<file path="src/rtl/sr_cmd_arbiter_pkg.sv">
// Shared types and defaults for the SR latch command arbiter.
package sr_ctrl_pkg;

  // Controller sequencing states
  typedef enum logic [2:0] {
    CLEAR,
    IDLE,
    DRIVE,
    GAP,
    CHECK
  } sr_state_t;

  localparam int N_REQ_DEF     = 4;
  localparam int PULSE_CYC_DEF = 2;
  localparam int GAP_CYC_DEF   = 1;

  // Larger of two integers, used to size the shared phase counter
  function automatic int max_int(input int a, input int b);
    return (a > b) ? a : b;
  endfunction

endpackage

</file>
<file path="src/rtl/sr_cmd_arbiter_if.sv">
// Requester, latch-pin and status bundle between the arbiter and its users.
interface sr_cmd_arbiter_if import sr_ctrl_pkg::*; #(
  parameter int N_REQ = N_REQ_DEF
);
  logic [N_REQ-1:0] req_set;
  logic [N_REQ-1:0] req_clr;
  logic [N_REQ-1:0] grant;
  logic [N_REQ-1:0] conflict;
  logic             busy;
  logic             latch_s;
  logic             latch_r;
  logic             latch_en;
  logic             latch_clr;
  logic             q_fb;
  logic             q_exp;
  logic             mismatch;

  // Requesters plus the latch feedback path
  modport master (
    output req_set, req_clr, q_fb,
    input  grant, conflict, busy, latch_s, latch_r, latch_en, latch_clr,
    input  q_exp, mismatch
  );

  // The arbiter itself
  modport slave (
    input  req_set, req_clr, q_fb,
    output grant, conflict, busy, latch_s, latch_r, latch_en, latch_clr,
    output q_exp, mismatch
  );
endinterface

</file>
<file path="src/rtl/sr_cmd_arbiter_rr_arbiter_n.sv">
// Combinational round-robin pick: first valid index at or above ptr, wrapping.
module rr_arbiter_n import sr_ctrl_pkg::*; #(
  parameter int N  = N_REQ_DEF,
  parameter int PW = $clog2(N)
) (
  input  logic [N-1:0]  valid,
  input  logic [PW-1:0] ptr,
  output logic [N-1:0]  winner,
  output logic          any_valid
);

  logic [PW:0] pos;

  // Walk the ring starting at ptr; the first valid index found wins
  always_comb begin
    winner    = '0;
    any_valid = 1'b0;
    pos       = '0;
    for (int k = 0; k < N; k++) begin
      pos = {1'b0, ptr} + (PW+1)'(k);
      if (pos >= (PW+1)'(N)) pos = pos - (PW+1)'(N);
      if (!any_valid && valid[pos[PW-1:0]]) begin
        winner[pos[PW-1:0]] = 1'b1;
        any_valid           = 1'b1;
      end
    end
  end

endmodule

</file>
<file path="src/rtl/sr_cmd_arbiter.sv">
// Shares one SR latch between N_REQ requesters: round-robin arbitration of
// set/clear requests, pulse/gap sequencing of the latch pins and a post-command
// readback check with a sticky mismatch flag.
module sr_cmd_arbiter import sr_ctrl_pkg::*; #(
  parameter int N_REQ     = N_REQ_DEF,
  parameter int PULSE_CYC = PULSE_CYC_DEF,
  parameter int GAP_CYC   = GAP_CYC_DEF
) (
  input logic          clk,
  input logic          rst,
  sr_cmd_arbiter_if.slave bus
);

  localparam int PW    = $clog2(N_REQ);
  localparam int CNT_W = $clog2(max_int(PULSE_CYC, GAP_CYC) + 1);
  localparam logic [CNT_W-1:0] PULSE_LD = CNT_W'(PULSE_CYC - 1);
  localparam logic [CNT_W-1:0] GAP_LD   = CNT_W'(GAP_CYC - 1);

  sr_state_t        state;
  logic [CNT_W-1:0] cnt;
  logic [PW-1:0]    rr_ptr;

  logic [N_REQ-1:0] valid;
  logic [N_REQ-1:0] winner;
  logic             any_valid;
  logic             win_set;
  logic [PW-1:0]    win_idx;
  logic [PW-1:0]    next_ptr;

  // Index of the single set bit of a one-hot vector
  function automatic logic [PW-1:0] onehot_idx(input logic [N_REQ-1:0] oh);
    logic [PW-1:0] idx;
    idx = '0;
    for (int i = 0; i < N_REQ; i++) begin
      if (oh[i]) idx = PW'(i);
    end
    return idx;
  endfunction

  // A requester asserting both set and clear is not a valid command
  assign valid    = bus.req_set ^ bus.req_clr;
  assign win_set  = |(winner & bus.req_set);
  assign win_idx  = onehot_idx(winner);
  assign next_ptr = (win_idx == PW'(N_REQ - 1)) ? '0 : win_idx + PW'(1);

  rr_arbiter_n #(
    .N  (N_REQ),
    .PW (PW)
  ) u_rr (
    .valid     (valid),
    .ptr       (rr_ptr),
    .winner    (winner),
    .any_valid (any_valid)
  );

  // Controller FSM; every output is registered alongside the state it belongs to
  always_ff @(posedge clk) begin
    if (rst) begin
      state         <= CLEAR;
      cnt           <= '0;
      rr_ptr        <= '0;
      bus.grant     <= '0;
      bus.conflict  <= '0;
      bus.busy      <= 1'b1;
      bus.latch_s   <= 1'b0;
      bus.latch_r   <= 1'b0;
      bus.latch_en  <= 1'b1;
      bus.latch_clr <= 1'b1;
      bus.q_exp     <= 1'b0;
      bus.mismatch  <= 1'b0;
    end else begin
      bus.grant    <= '0;
      bus.conflict <= '0;
      case (state)
        CLEAR: begin
          state         <= GAP;
          cnt           <= GAP_LD;
          bus.latch_en  <= 1'b0;
          bus.latch_clr <= 1'b0;
          bus.latch_s   <= 1'b0;
          bus.latch_r   <= 1'b0;
        end
        IDLE: begin
          bus.conflict <= bus.req_set & bus.req_clr;
          if (any_valid) begin
            state        <= DRIVE;
            cnt          <= PULSE_LD;
            rr_ptr       <= next_ptr;
            bus.grant    <= winner;
            bus.busy     <= 1'b1;
            bus.q_exp    <= win_set;
            bus.latch_en <= 1'b1;
            bus.latch_s  <= win_set;
            bus.latch_r  <= ~win_set;
          end
        end
        DRIVE: begin
          if (cnt == '0) begin
            state        <= GAP;
            cnt          <= GAP_LD;
            bus.latch_en <= 1'b0;
            bus.latch_s  <= 1'b0;
            bus.latch_r  <= 1'b0;
          end else begin
            cnt <= cnt - 1'b1;
          end
        end
        GAP: begin
          if (cnt == '0) begin
            state <= CHECK;
            cnt   <= '0;
          end else begin
            cnt <= cnt - 1'b1;
          end
        end
        CHECK: begin
          if (bus.q_fb != bus.q_exp) bus.mismatch <= 1'b1;
          state    <= IDLE;
          cnt      <= '0;
          bus.busy <= 1'b0;
        end
        default: begin
          state         <= CLEAR;
          cnt           <= '0;
          bus.busy      <= 1'b1;
          bus.latch_en  <= 1'b1;
          bus.latch_clr <= 1'b1;
          bus.latch_s   <= 1'b0;
          bus.latch_r   <= 1'b0;
        end
      endcase
    end
  end

  // The latch must never see s and r asserted together
  a_sr_exclusive: assert property (@(posedge clk) !(bus.latch_s && bus.latch_r));

endmodule
</file>
<file path="src/flat_wrapper.sv">
// flat-port wrapper written by rule: the top's interface ports become plain ports
module sr_cmd_arbiter_flat import sr_ctrl_pkg::*;
#(
  parameter int N_REQ     = N_REQ_DEF,
  parameter int PULSE_CYC = PULSE_CYC_DEF,
  parameter int GAP_CYC   = GAP_CYC_DEF
)
  (clk, rst, bus_req_set, bus_req_clr, bus_q_fb, bus_grant, bus_conflict, bus_busy, bus_latch_s, bus_latch_r, bus_latch_en, bus_latch_clr, bus_q_exp, bus_mismatch);
  sr_cmd_arbiter_if #(.N_REQ(N_REQ)) bus_i ();
  input logic clk;
  input logic rst;
  input wire logic [$bits(bus_i.req_set)-1:0] bus_req_set;
  input wire logic [$bits(bus_i.req_clr)-1:0] bus_req_clr;
  input wire logic [$bits(bus_i.q_fb)-1:0] bus_q_fb;
  output wire logic [$bits(bus_i.grant)-1:0] bus_grant;
  output wire logic [$bits(bus_i.conflict)-1:0] bus_conflict;
  output wire logic [$bits(bus_i.busy)-1:0] bus_busy;
  output wire logic [$bits(bus_i.latch_s)-1:0] bus_latch_s;
  output wire logic [$bits(bus_i.latch_r)-1:0] bus_latch_r;
  output wire logic [$bits(bus_i.latch_en)-1:0] bus_latch_en;
  output wire logic [$bits(bus_i.latch_clr)-1:0] bus_latch_clr;
  output wire logic [$bits(bus_i.q_exp)-1:0] bus_q_exp;
  output wire logic [$bits(bus_i.mismatch)-1:0] bus_mismatch;
  assign bus_i.req_set = bus_req_set;
  assign bus_i.req_clr = bus_req_clr;
  assign bus_i.q_fb = bus_q_fb;
  assign bus_grant = bus_i.grant;
  assign bus_conflict = bus_i.conflict;
  assign bus_busy = bus_i.busy;
  assign bus_latch_s = bus_i.latch_s;
  assign bus_latch_r = bus_i.latch_r;
  assign bus_latch_en = bus_i.latch_en;
  assign bus_latch_clr = bus_i.latch_clr;
  assign bus_q_exp = bus_i.q_exp;
  assign bus_mismatch = bus_i.mismatch;
  sr_cmd_arbiter #(.N_REQ(N_REQ), .PULSE_CYC(PULSE_CYC), .GAP_CYC(GAP_CYC)) u_core (.clk(clk), .rst(rst), .bus(bus_i));
endmodule
</file>
<file path="config.mk">
export PLATFORM = sky130hd
export DESIGN_NAME = sr_cmd_arbiter_flat
export DESIGN_NICKNAME = d
export VERILOG_FILES = /design/src/rtl/sr_cmd_arbiter_pkg.sv /design/src/rtl/sr_cmd_arbiter_if.sv /design/src/rtl/sr_cmd_arbiter_rr_arbiter_n.sv /design/src/rtl/sr_cmd_arbiter.sv /design/src/flat_wrapper.sv
export SDC_FILE = /design/constraint.sdc
export NUM_CORES = 1
export LEC_CHECK = 0
export ABC_AREA = 0
export BUFFER_PORTS_ARGS = -buffer_cell sky130_fd_sc_hd__buf_2
export CAP_MARGIN = 20
export CORE_MARGIN = 1.5
export CORE_UTILIZATION = 50
export DETAILED_ROUTE_END_ITERATION = 10
export HOLD_SLACK_MARGIN = 0.1
export PLACE_DENSITY_LB_ADDON = 0.25
export REMOVE_ABC_BUFFERS = 1
export SLEW_MARGIN = 20
export SYNTH_ARGS = -nofsm -noshare
export SYNTH_HDL_FRONTEND = slang
export SYNTH_SLANG_ARGS = --single-unit
</file>
<file path="constraint.sdc">
create_clock -name clk -period 3.5 [get_ports clk]
set_input_delay 0.175 -clock clk [delete_from_list [all_inputs] [get_ports clk]]
set_output_delay 0.175 -clock clk [all_outputs]
set_load 0.1 [all_outputs]
</file>
==> results of run 1 <==
[kinds of logic after synthesis]
group / count (synthesis)
DFF: 22
muxes: 8
AOI/OAI and AO/OA: 44
and+or+nand+nor: 63
xor gates and xnor gates: 1
buffers and inverters: 10
adders and majority gates: 13
[stage by stage]
stage | instance area [um2] | instances | util, % | total power [W] | hold slack, ps
5_1_grt | 1690 | 217 | 60.3 | 0.000845 | 170
4_1_cts | 1690 | 217 | 60.3 | 0.000798 | 180
6_report | 1690 | 217 | 60.3 | 0.000794 | 191
2_1_floorplan | 1480 | 155 | - | 0.000589 | 240
3_5_place_dp | 1650 | 213 | 59.0 | 0.000661 | 453
3_3_place_gp | 1650 | 213 | 59.0 | 0.000655 | 449
[worst paths after layout]
path                                     from                                to  slack [ps]
min                                       rst     u_core.bus.q_exp$_SDFFE_PP0P_         190
max             u_core.rr_ptr[1]$_SDFFE_PP0P_     u_core.bus.q_exp$_SDFFE_PP0P_         580
min reg2reg  u_core.bus.mismatch$_SDFFE_PP0P_  u_core.bus.mismatch$_SDFFE_PP0P_         480
max reg2reg     u_core.rr_ptr[1]$_SDFFE_PP0P_     u_core.bus.q_exp$_SDFFE_PP0P_         580
[final cells by class]
cell class	count	area [um2]	area share, %
multi-input combinational	129	1020	60.3
sequential	22	440	26.1
timing repair buffer	27	140	8.29
tap	31	38.8	2.29
clock buffer	4	36.3	2.15
inverter	4	15.0	0.888
[power by group]
group	total [W]	leakage [nW]	switching, W	internal [W]
Sequential	0.000287	0.180	0.0000198	0.000267
Combinational	0.000372	0.544	0.000242	0.000130
Clock	0.000135	0.0210	0.0000717	0.0000635
Total	0.000794	0.744	0.000334	0.000461
[state kept, by name, summed over array words and instances (netlist names), 2 cells and up]
register / cells
u_core.bus.conflict: 4
u_core.bus.grant: 4
u_core.cnt: 2
u_core.rr_ptr: 2
u_core.state: 3
[metal layers]
layer / global-route usage [%] / vias to the layer above / wire [um]
met5: 0 / - / 0
met4: 3.99 / 0 / 9
met3: 4.69 / 2 / 173
met2: 31.7 / 41 / 1410
met1: 30.6 / 587 / 1660
li1: - / 643 / -
[cell usage in the layout (no fill, tap or decap), types with 3 or more instances in the layout]
cell / count
inv_1: 4
and2_1: 3
o2bb2ai_2: 3
a21oi_1: 7
mux2i_4: 3
o21ai_0: 7
clkbuf_4: 3
and3_1: 11
a2111oi_4: 3
a31oi_1: 3
nor2_1: 20
nand2_1: 9
buf_2: 25
nand2b_1: 7
a22oi_1: 3
mux2_2: 3
dfxtp_1: 22
o22ai_1: 4
ha_1: 12
==> flow_metrics.py, run 1 <==
metrics = {
    "global_route": {
        "grt_remaining_overflow": 0,
        "grt_max_degree": 16,
        "first_global_vias": 1123,
        "grt_usage_pct": 20.9,
        "grt_pass1_wl_um": 5420,
        "antenna_found_initial": 0,
    },
    "sta": {
        "hold_viol_final": 0,
        "tightest_slew_ps": 702,
        "slew_viol_final": 0,
        "finalSetupTns_ps": 0,
        "final.period_utilization_pct": 83.4,
        "period_minus_slack_ps": 2920,
        "slew_headroom_pct": 53.1,
        "fmax_mhz": 342,
        "clock-skew-final_ps": 4.53,
        "setup_viol": 0,
        "grt_setup_unrepaired": "false",
        "setup_ws_ps": 580,
    },
    "yosys": {
        "synth_top_family_by_area": "compound AO/OA/AOI/OAI gates",
        "synthesis.area_um2": 1510,
        "synth_seq_cells": 22,
        "netlist.area_leader.share_pct": 29.2,
        "seq_area_frac_synth_pct": 29.2,
        "synth_most_common_cell": "dfxtp_1",
        "synthTopCellsByArea": "dfxtp_1, ha_1, a2111oi_4",
        "synth_compound_area_share_pct": 25.7,
        "synth_top_cell_by_area": "dfxtp_1",
        "synth.top_cells.by_count": "dfxtp_1, nor2_1, ha_1",
        "synthCells": 161,
        "syn_area_per_cell_um2": 9.36,
        "synth_xor_area_share_pct": 0.581,
        "synth_cell_types": 46,
        "yosys.area_share.adder_pct": 10.6,
        "synth_ff_type": "dfxtp_1",
        "synthArstFlopShare_pct": 0,
        "synth-edff-count": 0,
        "synthMuxAreaShare_pct": 8.63,
        "yosysWarnings": 0,
        "synthSimpleGateAreaFrac_pct": 22.1,
    },
    "layout": {
        "area_growth_pct": 12.1,
        "layout-drive-gt1-share_pct": 27.4,
        "layout.nets": 210,
        "diodes": 0,
        "n_fill_cell": 244,
    },
    "worst_hold_path": {
        "holdCritPathClass": "input port to flip-flop",
        "min_path_cells": 2,
    },
    "routing": {
        "drtPass1Iterations": 6,
        "via_count": 1273,
        "wl_per_cell_um": 15.0,
        "post-route-drc-count": 0,
        "routed_wl_um": 3250,
        "postRouteAntennaNets": 0,
        "drtIter0Drc": 56,
        "vias_per_cell": 5.87,
    },
    "floorplanning": {
        "rows": 19,
        "dieWidth_um": 57.9,
        "top_level_ports": 26,
        "die_area_um2": 3350,
        "die_y_um": 57.9,
        "coreArea_um2": 2810,
        "initial_core_util_pct": 53.7,
    },
    "clocking": {
        "cts_sinks": 22,
        "cts_hold_buffers": 0,
        "cts.clk_slew.worst_paths_ps": 110,
        "post_cts_buffers": 0,
        "ctsResizeCount": 0,
        "worstSkewPairLatency_ps": 300,
        "clock_path_buffers": 2,
        "h-tree-depth": 1,
        "cts_buffers": 3,
        "clk_root_buffer_cell": "clkbuf_4",
        "tritoncts": "built",
    },
    "place": {
        "place_ws_ps": 609,
        "place.gp.congestion": 0.914,
        "dpl.hpwl_um": 2540,
        "port_buffers": 25,
    },
    "setup_path": {
        "path_class": "flip-flop to flip-flop",
        "worst_setup_path_end_kind": "flip-flop",
        "cpPeakStageDelay_ps": 610,
        "critical_path.top_delay_family": "compound AO/OA/AOI/OAI gates",
        "r2r_cells": 8,
        "cp_common_cell": "a211oi_2",
        "path_buf_inv": 1,
        "cp.required_ps": 3660,
        "crit_arrival_ps": 3090,
        "cp_slowest_cell": "dfxtp_1",
        "critPathLaunchType": "flip-flop",
        "cp.depth": 8,
        "crit_fanout": 15,
        "path_cells": "inv_1, ha_1, mux2_2, and3_1, a2111oi_4, o2bb2ai_2, a211oi_2, a211oi_2",
    },
    "power": {
        "powerDensity_nw_per_um2": 470,
        "ir_worst_vdd_mv": 0.358,
        "leakagePower_nw": 0.744,
    },
    "flow_run": {
        "cap_violations": 0,
    },
    "run_status": {
        "status": "complete, no violations",
    },
}
(Power assumes the default switching activity.)
==> run 2, diff against run 1 <==
==> constraint.sdc (replaced) <==
create_clock -name clk -period 3.1 [get_ports clk]
set_input_delay 0.155 -clock clk [delete_from_list [all_inputs] [get_ports clk]]
set_output_delay 0.155 -clock clk [all_outputs]
set_load 0.1 [all_outputs]
==> flow_metrics.py, run 2 (same netlist as run 1, synthesis figures left out) <==
metrics = {
    "floorplanning": {
        "die_y_um": 57.9,
        "initial_core_util_pct": 53.7,
        "dieWidth_um": 57.9,
        "die_area_um2": 3350,
        "top_level_ports": 26,
        "rows": 19,
        "coreArea_um2": 2810,
    },
    "power": {
        "switching_share_pct": 43.4,
        "power_frac_comb_pct": 49.2,
        "ir_worst_vdd_mv": 0.427,
        "leakagePower_nw": 0.743,
        "p_sw_w": 0.000381,
        "seqPwrFrac_pct": 36.4,
        "cellInternalPower_w": 0.000496,
        "clkPwrFrac_pct": 14.4,
        "powerDensity_nw_per_um2": 521,
    },
    "clocking": {
        "tritoncts": "built",
        "cts_hold_buffers": 0,
        "h-tree-depth": 1,
        "cts.clk_slew.worst_paths_ps": 120,
        "ctsResizeCount": 0,
        "cts_sinks": 22,
        "worstSkewPairLatency_ps": 300,
        "post_cts_buffers": 0,
        "clock_path_buffers": 2,
        "cts_buffers": 3,
        "clk_root_buffer_cell": "clkbuf_4",
    },
    "layout": {
        "regArea_um2": 440,
        "reg_top3": "u_core.bus.conflict (4), u_core.bus.grant (4), u_core.state (3)",
        "multiInputGateArea_um2": 1020,
        "layout_common_cells": "buf_2, dfxtp_1, nor2_1",
        "diodes": 0,
        "final_common_cell": "buf_2",
        "area_growth_pct": 11.7,
        "n_fill_cell": 262,
        "layout.nets": 211,
        "layout-drive-gt1-share_pct": 27.4,
    },
    "setup_path": {
        "crit_fanout": 10,
        "path_buf_inv": 1,
        "r2r_cells": 8,
        "cp.depth": 8,
        "critical_path.top_delay_family": "compound AO/OA/AOI/OAI gates",
        "crit_arrival_ps": 2870,
        "worst_setup_path_end_kind": "flip-flop",
        "cpPeakStageDelay_ps": 460,
        "critPathLaunchType": "flip-flop",
        "cp.required_ps": 3270,
        "path_cells": "inv_1, ha_1, mux2_2, and3_1, a2111oi_4, o2bb2ai_2, a211oi_2, a211oi_2",
        "cp_slowest_cell": "ha_1",
        "path_class": "flip-flop to flip-flop",
        "cp_common_cell": "a211oi_2",
    },
    "sta": {
        "setup_ws_ps": 393,
        "fmax_mhz": 369,
        "grt_setup_unrepaired": "false",
        "tightest_slew_ps": 633,
        "hold_viol_final": 0,
        "finalSetupTns_ps": 0,
        "slew_headroom_pct": 57.7,
        "slew_viol_final": 0,
        "final.period_utilization_pct": 87.3,
        "setup_viol": 0,
        "period_minus_slack_ps": 2710,
        "clock-skew-final_ps": 6.72,
    },
    "global_route": {
        "antenna_found_initial": 0,
        "grt_usage_pct": 21.9,
        "grt_pass1_wl_um": 5710,
        "grt_remaining_overflow": 0,
        "grt_max_degree": 15,
        "first_global_vias": 1210,
    },
    "routing": {
        "drtPass1Iterations": 6,
        "vias_per_cell": 6.09,
        "routed_wl_um": 3430,
        "wl_per_cell_um": 15.8,
        "postRouteAntennaNets": 0,
        "post-route-drc-count": 0,
        "via_count": 1321,
        "drtIter0Drc": 137,
    },
    "place": {
        "port_buffers": 25,
        "dpl.hpwl_um": 2650,
        "place_ws_ps": 479,
        "place.gp.congestion": 0.975,
    },
    "worst_hold_path": {
        "min_path_cells": 2,
        "holdCritPathClass": "input port to flip-flop",
    },
    "run_status": {
        "status": "complete, no violations",
    },
    "flow_run": {
        "cap_violations": 0,
    },
}
## run 2: changes by cell type in the layout (fill, tap and decap cells not counted), sizes merged
cell	before	now
buf	27	28
clkbuf	4	3
## run 2: layer usage
layer  wire, um  up-vias  GRT usage [%]
met4         30        0           5.32
met1       1600      615           30.1
met2       1560       57           34.7
met3        247        4           5.13
met5          0        -              0
li1           -      645              -
## run 2: final cells by class
class	count	share of cell area (%)
clock buffers	3	1.34
inverters	4	0.892
multi-input cells	129	60.5
flip-flops and latches	22	26.2
well taps	31	2.30
repair buffers	28	8.77
## run 2: power by group through the flow
stage / combinational (W) / sequential, W / clock [W]
final: 0.000432 / 0.000319 / 0.000126
after global routing: 0.000462 / 0.000322 / 0.000143
after CTS: 0.000428 / 0.000318 / 0.000130
after detailed placement: 0.000426 / 0.000325 / 0
after global placement: 0.000416 / 0.000324 / 0
after floorplan: 0.000251 / 0.000415 / 0
## run 2: worst paths after layout
kind / endpoint / startpoint / slack (ps)
setup reg to reg: u_core.bus.q_exp$_SDFFE_PP0P_ / u_core.rr_ptr[0]$_SDFFE_PP0P_ / 390
hold reg to reg: u_core.bus.latch_s$_SDFFE_PP0P_ / u_core.bus.latch_s$_SDFFE_PP0P_ / 480
setup / recovery: u_core.bus.q_exp$_SDFFE_PP0P_ / u_core.rr_ptr[0]$_SDFFE_PP0P_ / 390
hold / removal: u_core.bus.q_exp$_SDFFE_PP0P_ / rst / 160
## run 2: worst register-to-register path: stages (launching register included)
cell and delay (ps):
dfxtp_1 360, inv_1 180, ha_1 460, mux2_2 430, and3_1 230, a2111oi_4 350, o2bb2ai_2 110, a211oi_2 330
a211oi_2 120
## run 2: metrics by stage
step           instances  area [um2]  power [W]  utilization, %  hold WS (ps)
2_1_floorplan        155        1480   0.000665               -           220
3_3_place_gp         214        1660   0.000740            59.2           447
3_5_place_dp         214        1660   0.000751            59.2           450
4_1_cts              217        1680   0.000877            60.0           146
5_1_grt              217        1680   0.000927            60.0           159
6_report             217        1680   0.000877            60.0           159
==> run 3, diff against run 2 <==
==> constraint.sdc (replaced) <==
create_clock -name clk -period 2.4 [get_ports clk]
set_input_delay 0.12 -clock clk [delete_from_list [all_inputs] [get_ports clk]]
set_output_delay 0.12 -clock clk [all_outputs]
set_load 0.1 [all_outputs]
==> flow_metrics.py, run 3 (same netlist as run 1, synthesis figures left out) <==
metrics = {
    "run_status": {
        "status": "complete, no violations",
    },
    "layout": {
        "layout.nets": 218,
        "final_common_cell": "buf_2",
        "area_growth_pct": 18.2,
        "diodes": 0,
        "layout-drive-gt1-share_pct": 33.7,
        "final_util_pct": 63.5,
        "reg_top3": "u_core.bus.conflict (4), u_core.bus.grant (4), u_core.state (3)",
        "layout_common_cells": "buf_2, dfxtp_1, nor2_1",
    },
    "floorplanning": {
        "dieWidth_um": 57.9,
        "initial_core_util_pct": 53.7,
        "die_area_um2": 3350,
        "die_y_um": 57.9,
        "coreArea_um2": 2810,
        "rows": 19,
        "top_level_ports": 26,
    },
    "clocking": {
        "cts_sinks": 22,
        "tritoncts": "built",
        "clk_root_buffer_cell": "clkbuf_4",
        "worstSkewPairLatency_ps": 300,
        "cts.clk_slew.worst_paths_ps": 110,
        "cts_hold_buffers": 0,
        "h-tree-depth": 1,
        "cts_buffers": 3,
        "clock_path_buffers": 2,
    },
    "setup_path": {
        "cp_common_cell": "a211oi_2",
        "path_cells": "inv_1, ha_4, mux2_4, and3_4, a2111oi_4, o22ai_2, a211oi_2, a211oi_2",
        "cp_slowest_cell": "a2111oi_4",
        "cpPeakStageDelay_ps": 370,
        "crit_fanout": 5,
        "worst_setup_path_end_kind": "flip-flop",
        "cp.required_ps": 2590,
        "path_class": "flip-flop to flip-flop",
        "critPathLaunchType": "flip-flop",
        "crit_arrival_ps": 2490,
    },
    "routing": {
        "drtPass1Iterations": 6,
        "vias_per_cell": 5.75,
        "post-route-drc-count": 0,
        "via_count": 1288,
        "wl_per_cell_um": 15.1,
        "postRouteAntennaNets": 0,
        "routed_wl_um": 3390,
        "drtIter0Drc": 69,
    },
    "global_route": {
        "first_global_vias": 1157,
        "antenna_found_initial": 0,
        "grt_max_degree": 15,
        "grt_remaining_overflow": 0,
        "grt_usage_pct": 21.1,
        "grt_pass1_wl_um": 5530,
    },
    "power": {
        "ir_worst_vdd_mv": 0.478,
        "leakagePower_nw": 0.784,
        "powerDensity_nw_per_um2": 668,
    },
    "sta": {
        "fmax_mhz": 436,
        "clock-skew-final_ps": 4.21,
        "slew_headroom_pct": 65.8,
        "slew_viol_final": 0,
        "setup_viol": 0,
        "hold_slack_ps": 131,
        "period_minus_slack_ps": 2290,
        "finalSetupTns_ps": 0,
        "final.period_utilization_pct": 95.6,
        "hold_viol_final": 0,
        "tightest_slew_ps": 503,
    },
    "flow_run": {
        "cap_violations": 0,
    },
    "place": {
        "port_buffers": 25,
        "place.gp.congestion": 0.810,
        "dpl.hpwl_um": 2580,
    },
    "worst_hold_path": {
        "holdCritPathClass": "input port to flip-flop",
    },
}
## run 3: cell type report
class                      instances  area, um2
fill                             246       1020
clock buffer                       3       22.5
inverter                           4       15.0
multi-input combinational        129       1060
timing repair buffer              35        200
sequential                        22        442
tap                               31       38.8
## run 3: per-stage QoR
| stage | area [um2] | std cells | setup slack, ps | power (W) |
|---|---|---|---|---|
| detailed placement | 1700 | 219 | 42.9 | 0.000990 |
| CTS | 1720 | 222 | 10.7 | 0.00115 |
| global placement | 1700 | 219 | 47.7 | 0.000982 |
| global route | 1780 | 224 | -6.27 | 0.00126 |
| finish | 1780 | 224 | 105 | 0.00119 |
| floorplan | 1480 | 155 | -404 | 0.000859 |
## run 3: timing repair
item / in CTS / in global routing
buffers inserted: 0 / 2
endpoints found under the setup margin: 0 / 5
resized for setup: 0 / 10
## run 3: worst paths after layout
kind / from / endpoint / slack [ps] / depth (start not counted)
worst max-delay path: u_core.rr_ptr[0]$_SDFFE_PP0P_ / u_core.bus.q_exp$_SDFFE_PP0P_ / 110 / 8
worst min-delay path: rst / u_core.bus.q_exp$_SDFFE_PP0P_ / 130 / 2
worst max register to register: u_core.rr_ptr[0]$_SDFFE_PP0P_ / u_core.bus.q_exp$_SDFFE_PP0P_ / 110 / 8
worst min register to register: u_core.bus.latch_s$_SDFFE_PP0P_ / u_core.bus.latch_s$_SDFFE_PP0P_ / 480 / 1
## run 3: per-layer routing
| layer | routed length [um] | global-route usage, % | vias to the layer above | part of all wire [%] |
|---|---|---|---|---|
| met5 | 0 | 0 | - | 0 |
| met4 | 9 | 2.99 | 0 | 0.27 |
| met3 | 153 | 4.91 | 2 | 4.5 |
| met2 | 1490 | 31.5 | 32 | 44 |
| met1 | 1730 | 31.8 | 598 | 51 |
| li1 | - | - | 656 | - |
## run 3: critical path: cells and delay by family (launching register included)
kind	cells	cell delay (ps)
AOI/OAI and AO/OA	4	920
adders and majority gates	1	290
buffers and inverters	1	80
DFF	1	340
muxes	1	340
and+or+nand+nor	1	200
## run 3: where the power goes
part	internal, W	switching, W	leakage, nW
Clock	0.0000585	0.0000999	0.0138
Combinational	0.000242	0.000376	0.590
Sequential	0.000390	0.0000223	0.180
Total	0.000691	0.000498	0.784
